==> src/rtl/enc_line_trig_gen.sv <==
// Quadrature encoder to line-trigger generator: synchronises A/B, decodes counts,
// divides them into fixed-width trigger pulses and supervises the trigger period.
module enc_line_trig_gen #(
    parameter int CNT_W       = 32,
    parameter int DIV_W       = 8,
    parameter int PULSE_W     = 8,
    parameter int BACK_W      = 16,
    parameter int STOP_ON_ERR = 1
) (
    input  logic               clk_8m,
    input  logic               rst_n,
    input  logic               enable,
    input  logic [1:0]         mode,
    input  logic               dir_filter,
    input  logic [DIV_W-1:0]   div_ratio,
    input  logic [PULSE_W-1:0] pulse_len,
    input  logic [CNT_W-1:0]   min_period,
    input  logic [CNT_W-1:0]   max_period,
    input  logic               clr_err,
    input  logic               encoder_a,
    input  logic               encoder_b,
    output logic               line_trig,
    output logic               dir,
    output logic [CNT_W-1:0]   period,
    output logic [CNT_W-1:0]   line_cnt,
    output logic               warning,
    output logic               error,
    output logic               quad_err
);

    logic a_s1_q, a_s2_q, a_h_q;
    logic b_s1_q, b_s2_q, b_h_q;

    logic [DIV_W-1:0]   div_cnt_q,   div_cnt_d;
    logic [BACK_W-1:0]  backlog_q,   backlog_d;
    logic [PULSE_W-1:0] pulse_cnt_q, pulse_cnt_d;
    logic [CNT_W-1:0]   pcnt_q,      pcnt_d;
    logic [CNT_W-1:0]   period_q,    period_d;
    logic [CNT_W-1:0]   line_cnt_q,  line_cnt_d;
    logic               seen_q,      seen_d;
    logic               warning_q,   warning_d;
    logic               error_q,     error_d;
    logic               quad_err_q,  quad_err_d;
    logic               dir_q,       dir_d;
    logic               line_trig_q, line_trig_d;

    logic               a_chg, b_chg, ev, fwd, qerr_set, cnt_ev, dec_trig, trig, err_set;
    logic [DIV_W-1:0]   div_eff;
    logic [PULSE_W-1:0] pulse_eff;

    always_comb begin
        a_chg    = a_s2_q ^ a_h_q;
        b_chg    = b_s2_q ^ b_h_q;
        ev       = 1'b0;
        fwd      = 1'b0;
        qerr_set = 1'b0;
        // Forward means A leads B: on an A edge A!=B afterwards, on a B edge A==B.
        if (enable) begin
            case (mode)
                2'b01: begin
                    ev  = a_chg && a_s2_q;
                    fwd = a_s2_q ^ b_s2_q;
                end
                2'b10: begin
                    ev  = a_chg;
                    fwd = a_s2_q ^ b_s2_q;
                end
                2'b11: begin
                    if (a_chg && b_chg) begin
                        qerr_set = 1'b1;
                    end else if (a_chg) begin
                        ev  = 1'b1;
                        fwd = a_s2_q ^ b_s2_q;
                    end else if (b_chg) begin
                        ev  = 1'b1;
                        fwd = ~(a_s2_q ^ b_s2_q);
                    end
                end
                default: ;
            endcase
        end

        div_eff   = (div_ratio == '0) ? DIV_W'(1) : div_ratio;
        pulse_eff = (pulse_len == '0) ? PULSE_W'(1) : pulse_len;

        backlog_d = backlog_q;
        cnt_ev    = 1'b0;
        if (!dir_filter) begin
            backlog_d = '0;
            cnt_ev    = ev;
        end else if (ev) begin
            if (!fwd) begin
                if (backlog_q != '1) backlog_d = backlog_q + BACK_W'(1);
            end else if (backlog_q != '0) begin
                backlog_d = backlog_q - BACK_W'(1);
            end else begin
                cnt_ev = 1'b1;
            end
        end

        div_cnt_d = div_cnt_q;
        dec_trig  = 1'b0;
        if (cnt_ev) begin
            if (div_cnt_q >= div_eff - DIV_W'(1)) begin
                dec_trig  = 1'b1;
                div_cnt_d = '0;
            end else begin
                div_cnt_d = div_cnt_q + DIV_W'(1);
            end
        end
        trig = (mode == 2'b00) ? (enable && a_s2_q && !a_h_q) : dec_trig;

        pulse_cnt_d = pulse_cnt_q;
        if (dec_trig)                 pulse_cnt_d = pulse_eff;
        else if (pulse_cnt_q != '0)   pulse_cnt_d = pulse_cnt_q - PULSE_W'(1);

        dir_d = ev ? fwd : dir_q;

        pcnt_d     = (pcnt_q == '1) ? pcnt_q : pcnt_q + CNT_W'(1);
        period_d   = period_q;
        line_cnt_d = line_cnt_q;
        seen_d     = seen_q;
        warning_d  = warning_q;
        err_set    = 1'b0;
        // The first trigger after enable only arms the measurement.
        if (trig) begin
            pcnt_d     = CNT_W'(1);
            line_cnt_d = line_cnt_q + CNT_W'(1);
            seen_d     = 1'b1;
            if (seen_q) begin
                period_d  = pcnt_q;
                err_set   = pcnt_q < min_period;
                warning_d = pcnt_q > max_period;
            end
        end else if (seen_q && (pcnt_q > max_period)) begin
            warning_d = 1'b1;
        end

        if (!enable) begin
            div_cnt_d   = '0;
            backlog_d   = '0;
            pulse_cnt_d = '0;
            pcnt_d      = '0;
            line_cnt_d  = '0;
            warning_d   = 1'b0;
            seen_d      = 1'b0;
        end

        error_d    = clr_err ? 1'b0 : (error_q | err_set);
        quad_err_d = clr_err ? 1'b0 : (quad_err_q | qerr_set);

        line_trig_d = enable && !((STOP_ON_ERR != 0) && error_d) &&
                      ((mode == 2'b00) ? a_s2_q : (pulse_cnt_d != '0));
    end

    always_ff @(posedge clk_8m) begin
        if (!rst_n) begin
            a_s1_q      <= 1'b0;
            a_s2_q      <= 1'b0;
            a_h_q       <= 1'b0;
            b_s1_q      <= 1'b0;
            b_s2_q      <= 1'b0;
            b_h_q       <= 1'b0;
            div_cnt_q   <= '0;
            backlog_q   <= '0;
            pulse_cnt_q <= '0;
            pcnt_q      <= '0;
            period_q    <= '0;
            line_cnt_q  <= '0;
            seen_q      <= 1'b0;
            warning_q   <= 1'b0;
            error_q     <= 1'b0;
            quad_err_q  <= 1'b0;
            dir_q       <= 1'b0;
            line_trig_q <= 1'b0;
        end else begin
            a_s1_q      <= encoder_a;
            a_s2_q      <= a_s1_q;
            a_h_q       <= a_s2_q;
            b_s1_q      <= encoder_b;
            b_s2_q      <= b_s1_q;
            b_h_q       <= b_s2_q;
            div_cnt_q   <= div_cnt_d;
            backlog_q   <= backlog_d;
            pulse_cnt_q <= pulse_cnt_d;
            pcnt_q      <= pcnt_d;
            period_q    <= period_d;
            line_cnt_q  <= line_cnt_d;
            seen_q      <= seen_d;
            warning_q   <= warning_d;
            error_q     <= error_d;
            quad_err_q  <= quad_err_d;
            dir_q       <= dir_d;
            line_trig_q <= line_trig_d;
        end
    end

    assign line_trig = line_trig_q;
    assign dir       = dir_q;
    assign period    = period_q;
    assign line_cnt  = line_cnt_q;
    assign warning   = warning_q;
    assign error     = error_q;
    assign quad_err  = quad_err_q;

endmodule

==> config.mk <==
export PLATFORM = sky130hd
export DESIGN_NAME = enc_line_trig_gen
export DESIGN_NICKNAME = d
export VERILOG_FILES = /design/src/rtl/enc_line_trig_gen.sv
export SDC_FILE = /design/constraint.sdc
export NUM_CORES = 1
export LEC_CHECK = 0
export CAP_MARGIN = 20
export CORE_MARGIN = 2
export CORE_UTILIZATION = 45
export DETAILED_ROUTE_END_ITERATION = 16
export PLACE_DENSITY = 0.66
export RECOVER_POWER = 25
export REMOVE_ABC_BUFFERS = 1
export SLEW_MARGIN = 15
export SYNTH_ARGS = -nofsm -noshare
export SYNTH_HDL_FRONTEND = slang
export SYNTH_SLANG_ARGS = --single-unit
==> constraint.sdc <==
create_clock -name clk_8m -period 5.4 [get_ports clk_8m]
set_clock_uncertainty 0.05 [all_clocks]
set_input_delay 0.54 -clock clk_8m [delete_from_list [all_inputs] [get_ports clk_8m]]
set_output_delay 0.54 -clock clk_8m [all_outputs]
set_load 0.02 [all_outputs]
* Word-level counts from Yosys, hierarchy flattened
Cells that the tools add are included.
** Cells by class
- $add $sub $neg :: 7
- Reductions and logical operators :: 25
- Multiplexer cells :: 38
- Equal/unequal tests :: 8
- Order comparisons :: 3
- Bitwise logic cells :: 8
** Operators with widths (count)
- $add A32 B1 Y32 const B :: 2
- $mux W16 :: 3
- $mux W8 :: 6
- $eq A32 B32 Y1 const B :: 1
- $gt A32 B32 Y1 :: 1
- $lt A32 B32 Y1 :: 1
- $mux W1 :: 27
- $add A16 B1 Y16 const B :: 1
- $logic_not A8 Y1 :: 2
- $ne A16 B16 Y1 const B :: 1
- $reduce_bool A16 Y1 :: 1
- $reduce_bool A8 Y1 :: 2
- $sub A16 B1 Y16 const B :: 1
- $sub A8 B1 Y8 const B :: 2
- $add A8 B1 Y8 const B :: 1
- $ge A8 B8 Y1 :: 1
- $logic_and A1 B1 Y1 :: 7
- $reduce_and A2 Y1 :: 3
- $reduce_and A3 Y1 :: 2
- $eq A2 B2 Y1 const B :: 2
- $ne A2 B2 Y1 const B :: 2
- $reduce_bool A2 Y1 :: 2
- $reduce_or A2 Y1 :: 2
- $not A1 Y1 :: 3
- 9 further kinds :: 13
** Storage, ports and cells
- Bits of input ports :: 89
- Output and inout bits :: 69
- Flip-flop bits (word level) :: 140
- Logic and storage cells :: 108

* Depth between registers and ports, before layout
Gate-level depths: netlist (run 1).
- Word-level depth :: 18
- Depth in mapped cells :: 18
- Mapped depth without buffers :: 18

* Worst setup path before layout (run 1)
OpenSTA, ideal clock, no wires.
- Kind :: input -> register
- Start :: in div_ratio[1]
- End :: reg line_trig_q, in the netlist line_trig
- Arrival :: 3.582 ns
- Setup time :: 0.134 ns
- Required time :: 5.216 ns
- Slack :: 1.634 ns
- Stages on the path :: 16
- Buffers on the path :: 0
- Path through :: nor4_1 > nand2_1 > o21ai_0 > inv_1 > ha_1 > nand2_1 > nor3_1 > xnor2_1 > ha_1 > a211oi_1 > nand3_1 > o22ai_1 > nor2_1 > or4_1 > a211oi_1 > a21oi_1
** On the way
- Longest elaborated chain between the ends :: 13
- Elaborated cells between the ends (all ways) :: 17
- Classes of those cells :: add/sub (1); order compare (1); mux (9); bitwise (1); reduce/logical (5)
** RTL lines
- start, declared :: line 15 : input logic [DIV_W-1:0] div_ratio,
- $logic_not A8 Y1 :: line 83 : div_eff = (div_ratio == '0) ? DIV_W'(1) : div_ratio;
- $mux W8 (*) :: line 83
- $sub A8 B1 Y8 (*) :: line 104 : if (div_cnt_q >= div_eff - DIV_W'(1)) begin
- $ge A8 B8 Y1 (*) :: line 104
- $mux W1 (*) :: line 104
- $mux W1 (*) :: line 103 : if (cnt_ev) begin
- $mux W1 :: line 111 : trig = (mode == 2'b00) ? (enable && a_s2_q && !a_h_q) : dec_trig;
- $mux W1 :: line 126 : if (trig) begin
- $or A1 B1 Y1 :: line 149 : error_d = clr_err ? 1'b0 : (error_q | err_set);
- $mux W1 :: line 149
- $logic_not A1 Y1 :: line 152 : line_trig_d = enable && !((STOP_ON_ERR != 0) && error_d) &&
- $logic_and A1 B1 Y1 :: line 152
- $logic_and A1 B1 Y1 (*) :: line 152
- end signal, assigned :: line 194 : line_trig_q <= line_trig_d;
- end, declared :: line 45 : logic line_trig_q, line_trig_d;
Mark *: on every way between the ends. The rest lies on a longest branch, timed or not.
A chain may end at the register's enable or synchronous reset.

* Final worst setup path (run 1)
- Start :: in div_ratio[2]
- End :: reg line_trig_q, in the netlist line_trig
Same word-level chain as after synthesis.

==> flow_summary.ini, run 1 <==
[final_layout]
fillers = 1698
antenna_cells = 0
drive_gt1_share_pct = 4.04
nets = 1412
synthToLayoutAreaGrowth_pct = 28.3

[yosys]
synthesis.instances = 1069
yosys.cell_count.top_type = dfxtp_1
synth_top_area_share_pct = 32.7
synth_area_per_cell_um2 = 8.01
seq_area_frac_synth_pct = 32.7
yosys.area.top_type = dfxtp_1
ys_types = 58
synth-seq-cells = 140
syn-cell-area_um2 = 8560
synth_commonest_cells = dfxtp_1, nand2_1, nor2_1
synth_edf_count = 0
async_reset_ff_share_pct = 0
synth_ff_type = dfxtp_1
synth.area.top_cells = dfxtp_1, ha_1, a21oi_1
yosys_warnings = 0

[sta]
timing.hold.ws_ns = 0.386
finalWorstSetupSlack_ns = 0.928
fmax_ghz = 0.224
tightest_slew_ns = 0.799
period_needed_ns = 4.47
slew-limit-headroom_pct = 46.3
hold_violations = 0
tns_ns = 0
finalSetupViolCount = 0
fin_crit_sh_pct = 82.8
slew_violations = 0
rsz0062_at_grt = no

[clock_network]
clkSlewWorstSetupHoldPaths_ns = 0.06
cts_tree = yes
cts.sinks = 140
holdBufCountCts = 0
clock-root-buffer = clkbuf_16
ctsHtreeMaxLevel = 4
clockBufferDepth = 2
cts_made_buffers = 17
cts_setup_buffers = 0
clock_latency_ns = 0.43
cts_resized = 0

[place]
place_ws_ns = 0.540
dp_hpwl_mm = 16.1
io_buffers = 157
routabilityCongestion = 0.876

[global_route]
grt_remaining_overflow = 0
grt_usage_pct = 21.9
antenna_found_initial = 0
grt_pass1_wl_mm = 35.6
grt_max_degree = 37
first_global_vias = 7400

[setup_path]
slowest_stage = or4_1
crit_arrival_ns = 4.72
crit_path_start_kind = input port
critPathMaxStageDelay_ns = 0.60
reg2reg_from = a_s2_q
crit_chain = clkdlybuf4s50_1 > nor4_1 > nand2_1 > o21ai_0 > inv_1 > ha_1 > nand2_1 > nor3_1 > xnor2_1 > ha_1 > a211oi_1 > nand3_1 > o22ai_1 > nor2_1 > or4_1 > a211oi_1 > a21oi_1
r2r_slack_ns = 1.15
critPathCaptureType = register
cp_max_fo = 13
crit_required_ns = 5.64
startpoint = div_ratio[2]
path_buf_inv = 2
crit_type = in2reg
crit_family = simple AND/OR/NAND/NOR gates

[route]
drc = 0
vias = 7825
routed_wl_mm = 21.6
wire_per_inst_um = 14.7
ant_nets = 0
drt_iter0_drc = 429
vias_per_cell = 5.32
dr.pass1.iters = 5

[floorplan]
dieArea_um2 = 20100
io_pins = 158
die_h_um = 142
initial_utilization_pct = 45.8
num_rows = 50
core_area_um2 = 18700
die_width_um = 142

[outcome]
status = finished, final reports clean

[pwr]
ir_drop_v = 0.000224
seq_power_share_pct = 39.3
pwr-share-comb_pct = 16.4
switching_power_uw = 747
power.density_nw_per_um2 = 251
clkPwrFrac_pct = 44.3
swShare_pct = 27.1
p_leak_uw = 0.00472
p_int_uw = 2010

[worst_hold_path]
hold_path_startpoint = a_s1_q
hold_class = reg2reg

[flow_run]
max-cap-violations = 0
-- kinds of logic (layout without fill, tap and decap cells) --
family / count (synthesis) / count (layout) / share of synthesized area, %
buffers and inverters: 120 / 288 / 5.32
xor gates and xnor gates: 72 / 72 / 7.37
and+or+nand+nor: 420 / 420 / 24.0
AOI/OAI and AO/OA: 206 / 206 / 14.6
muxes: 12 / 12 / 1.43
adders and majority gates: 99 / 99 / 14.6
DFF: 140 / 140 / 32.7
-- state kept, by name, summed over array words and instances (netlist names), 8 cells and up --
| name | flops |
|---|---|
| pulse_cnt_q | 8 |
| period | 32 |
| div_cnt_q | 8 |
| line_cnt | 32 |
| pcnt_q | 32 |
| backlog_q | 16 |
-- layout make-up --
class | instances | area, um^2 | area share, %
clock buffers | 17 | 425 | 3.87
clock inverters | 15 | 185 | 1.69
inverters | 91 | 342 | 3.11
multi-input cells | 809 | 5310 | 48.3
flip-flops and latches | 140 | 2800 | 25.5
well taps | 234 | 293 | 2.67
repair buffers | 165 | 1630 | 14.8
-- power by group through the flow --
stage                     clock [uW]  sequential, uW  combinational, uW
after floorplan                    0            1100                296
after global placement             0            1110                449
after detailed placement           0            1110                451
after CTS                       1240            1090                454
after global routing            1290            1090                502
final                           1220            1090                453
-- stage by stage --
step	power (uW)	utilization (%)	instance area (um^2)	std cells
5_1_grt	2880	58.7	11000	1471
2_1_floorplan	1400	-	8450	1040
6_report	2760	58.7	11000	1471
3_5_place_dp	1560	55.5	10400	1439
3_3_place_gp	1560	55.5	10400	1439
4_1_cts	2780	58.7	11000	1471
-- layout by cell type (no fill, tap or decap), types with 22 or more instances in the layout --
master           count
xnor2_1             22
nand4_1             40
nand2_1            115
dlygate4sd3_1       46
a21oi_1             89
nand3_1             34
nor2_1             108
clkdlybuf4s50_1    111
dfxtp_1            140
o21ai_0             40
ha_1                98
xor2_1              50
inv_1               91
-- path summary, 6_finish.rpt --
check                                     end  cells past startpoint
worst max-delay path                line_trig                     17
worst min-delay path                   a_s2_q                      1
worst max register to register  backlog_q[15]                     17
worst min register to register         a_s2_q                      1
-- metal layers --
metal | share of wire, % | global-route usage (%) | wire [um]
met5 | 0 | 0 | 0
met4 | 2.0 | 7.58 | 424
met3 | 3.2 | 3.88 | 692
met2 | 45 | 35.0 | 9740
met1 | 50 | 29.7 | 10700
(Power assumes the default switching activity.)
==> run 2, diff against run 1 <==
--- a/config.mk
+++ b/config.mk
@@ -9,7 +9,7 @@
 export CORE_MARGIN = 2
 export CORE_UTILIZATION = 45
 export DETAILED_ROUTE_END_ITERATION = 16
-export PLACE_DENSITY = 0.66
+export PLACE_DENSITY = 0.69
 export RECOVER_POWER = 25
 export REMOVE_ABC_BUFFERS = 1
 export SLEW_MARGIN = 15
==> constraint.sdc (replaced) <==
create_clock -name clk_8m -period 3.64 [get_ports clk_8m]
set_clock_uncertainty 0.05 [all_clocks]
set_input_delay 0.364 -clock clk_8m [delete_from_list [all_inputs] [get_ports clk_8m]]
set_output_delay 0.364 -clock clk_8m [all_outputs]
set_load 0.02 [all_outputs]
==> flow_summary.ini, run 2 (same netlist as run 1, synthesis figures left out) <==
[final_layout]
most-common-layout-cells = dfxtp_1, nand2_1, clkdlybuf4s50_1
final_common_cell = dfxtp_1
antenna_cells = 0
nets = 1480
drive_gt1_share_pct = 11.3
synthToLayoutAreaGrowth_pct = 36.6
fillers = 1632
fin_cells = 1539

[setup_path]
crit_arrival_ns = 3.96
crit_required_ns = 3.96
cp_max_fo = 5
crit_path_start_kind = register
startpoint = a_h_q
reg2reg_from = a_h_q
crit_type = reg2reg
critPathCaptureType = register
r2r_cells = 19

[clock_network]
clockBufferDepth = 2
clkSlewWorstSetupHoldPaths_ns = 0.06
cts_tree = yes
cts.sinks = 140
clock_latency_ns = 0.43
ctsHtreeMaxLevel = 4
clock-root-buffer = clkbuf_16
cts_made_buffers = 17

[floorplan]
io_pins = 158
initial_utilization_pct = 45.8
dieArea_um2 = 20100
die_width_um = 142
core_area_um2 = 18700
num_rows = 50
die_h_um = 142

[flow_run]
max-cap-violations = 0

[worst_hold_path]
hold_class = reg2reg
hold_depth = 1
hold_path_startpoint = a_s1_q

[sta]
fmax_ghz = 0.274
period_needed_ns = 3.64
slew_violations = 0
tns_ns = -0.00329
fin_crit_sh_pct = 100
slew-limit-headroom_pct = 48.2
finalSetupViolCount = 1
tightest_slew_ns = 0.770
hold_violations = 0
finalWorstSetupSlack_ns = -0.00329

[place]
dp_hpwl_mm = 17.1
place_inst = 1499
place_ws_ns = -0.368
io_buffers = 157
routabilityCongestion = 0.905

[global_route]
grt_usage_pct = 23.4
first_global_vias = 7864
grtUsageMet2_pct = 39.9
antenna_found_initial = 0
grt_remaining_overflow = 0
met3_usage_pct = 4.18
grt_pass1_wl_mm = 38.2
top_usage_layer = met2
grt_max_degree = 34
grt_use_met1_pct = 30.8

[route]
dr.pass1.iters = 5
vias_per_cell = 5.35
drc = 0
vias = 8241
drt_iter0_drc = 603
ant_nets = 0
routed_wl_mm = 23.5
wire_per_inst_um = 15.3

[outcome]
status = finished with violations
violations = negative setup slack

[pwr]
ir_drop_v = 0.000322
p_leak_uw = 0.00508
power.density_nw_per_um2 = 350
-- run 2: layer usage --
| layer | vias to the layer above | share of wire (%) |
|---|---|---|
| met5 | - | 0 |
| met4 | 0 | 1.4 |
| met3 | 26 | 3.8 |
| met2 | 195 | 48 |
| met1 | 3830 | 46 |
| li1 | 4190 | - |
-- run 2: final timing paths --
kind | end | slack [ns]
max | backlog_q[15] | -0.003
min | a_s2_q | 0.40
max reg2reg | backlog_q[15] | -0.003
min reg2reg | a_s2_q | 0.40
-- run 2: stage by stage --
| stage | power [uW] | cell area, um^2 | hold slack, ns | utilization [%] |
|---|---|---|---|---|
| 6_report | 4100 | 11700 | 0.402 | 62.5 |
| 5_1_grt | 4280 | 11700 | 0.419 | 62.5 |
| 4_1_cts | 4080 | 11400 | 0.408 | 61.2 |
| 3_5_place_dp | 2350 | 10900 | 0.393 | 58.0 |
| 3_3_place_gp | 2350 | 10900 | 0.394 | 58.0 |
| 2_1_floorplan | 2080 | 8450 | 0.362 | - |
-- run 2: power by group --
group          total, uW  switching [uW]  internal [uW]
Combinational        756             369            387
Sequential          1610            36.3           1570
Clock               1730             767            966
Total               4100            1170           2920
-- run 2: layout make-up --
cell class | instances | area (um^2) | share of cell area, %
multi-input cells | 809 | 5500 | 47.0
flip-flops and latches | 140 | 2810 | 24.0
repair buffers | 233 | 2180 | 18.6
clock buffers | 17 | 425 | 3.64
inverters | 91 | 342 | 2.92
well taps | 234 | 293 | 2.50
clock inverters | 15 | 154 | 1.32
-- run 2: worst max-delay path: stages (launching register included) --
cell      delay, ns
dfxtp_2        0.32
inv_2          0.04
ha_4           0.26
inv_2          0.04
ha_4           0.16
nor3b_2        0.15
o21ai_1        0.11
nand2_1        0.08
nand3b_1       0.14
inv_2          0.18
buf_4          0.15
ha_1           0.18
nor3_1         0.06
o21a_1         0.13
o311a_1        0.38
o21a_1         0.22
o211ai_1       0.27
a21oi_2        0.12
or4_4          0.42
a21oi_2        0.12
-- run 2: repair_timing --
action	CTS	global route
pin swaps	1	16
setup buffers	1	7
hold buffers	0	0
resized for setup	4	38
endpoints found under the setup margin	2	73
cloned	0	0
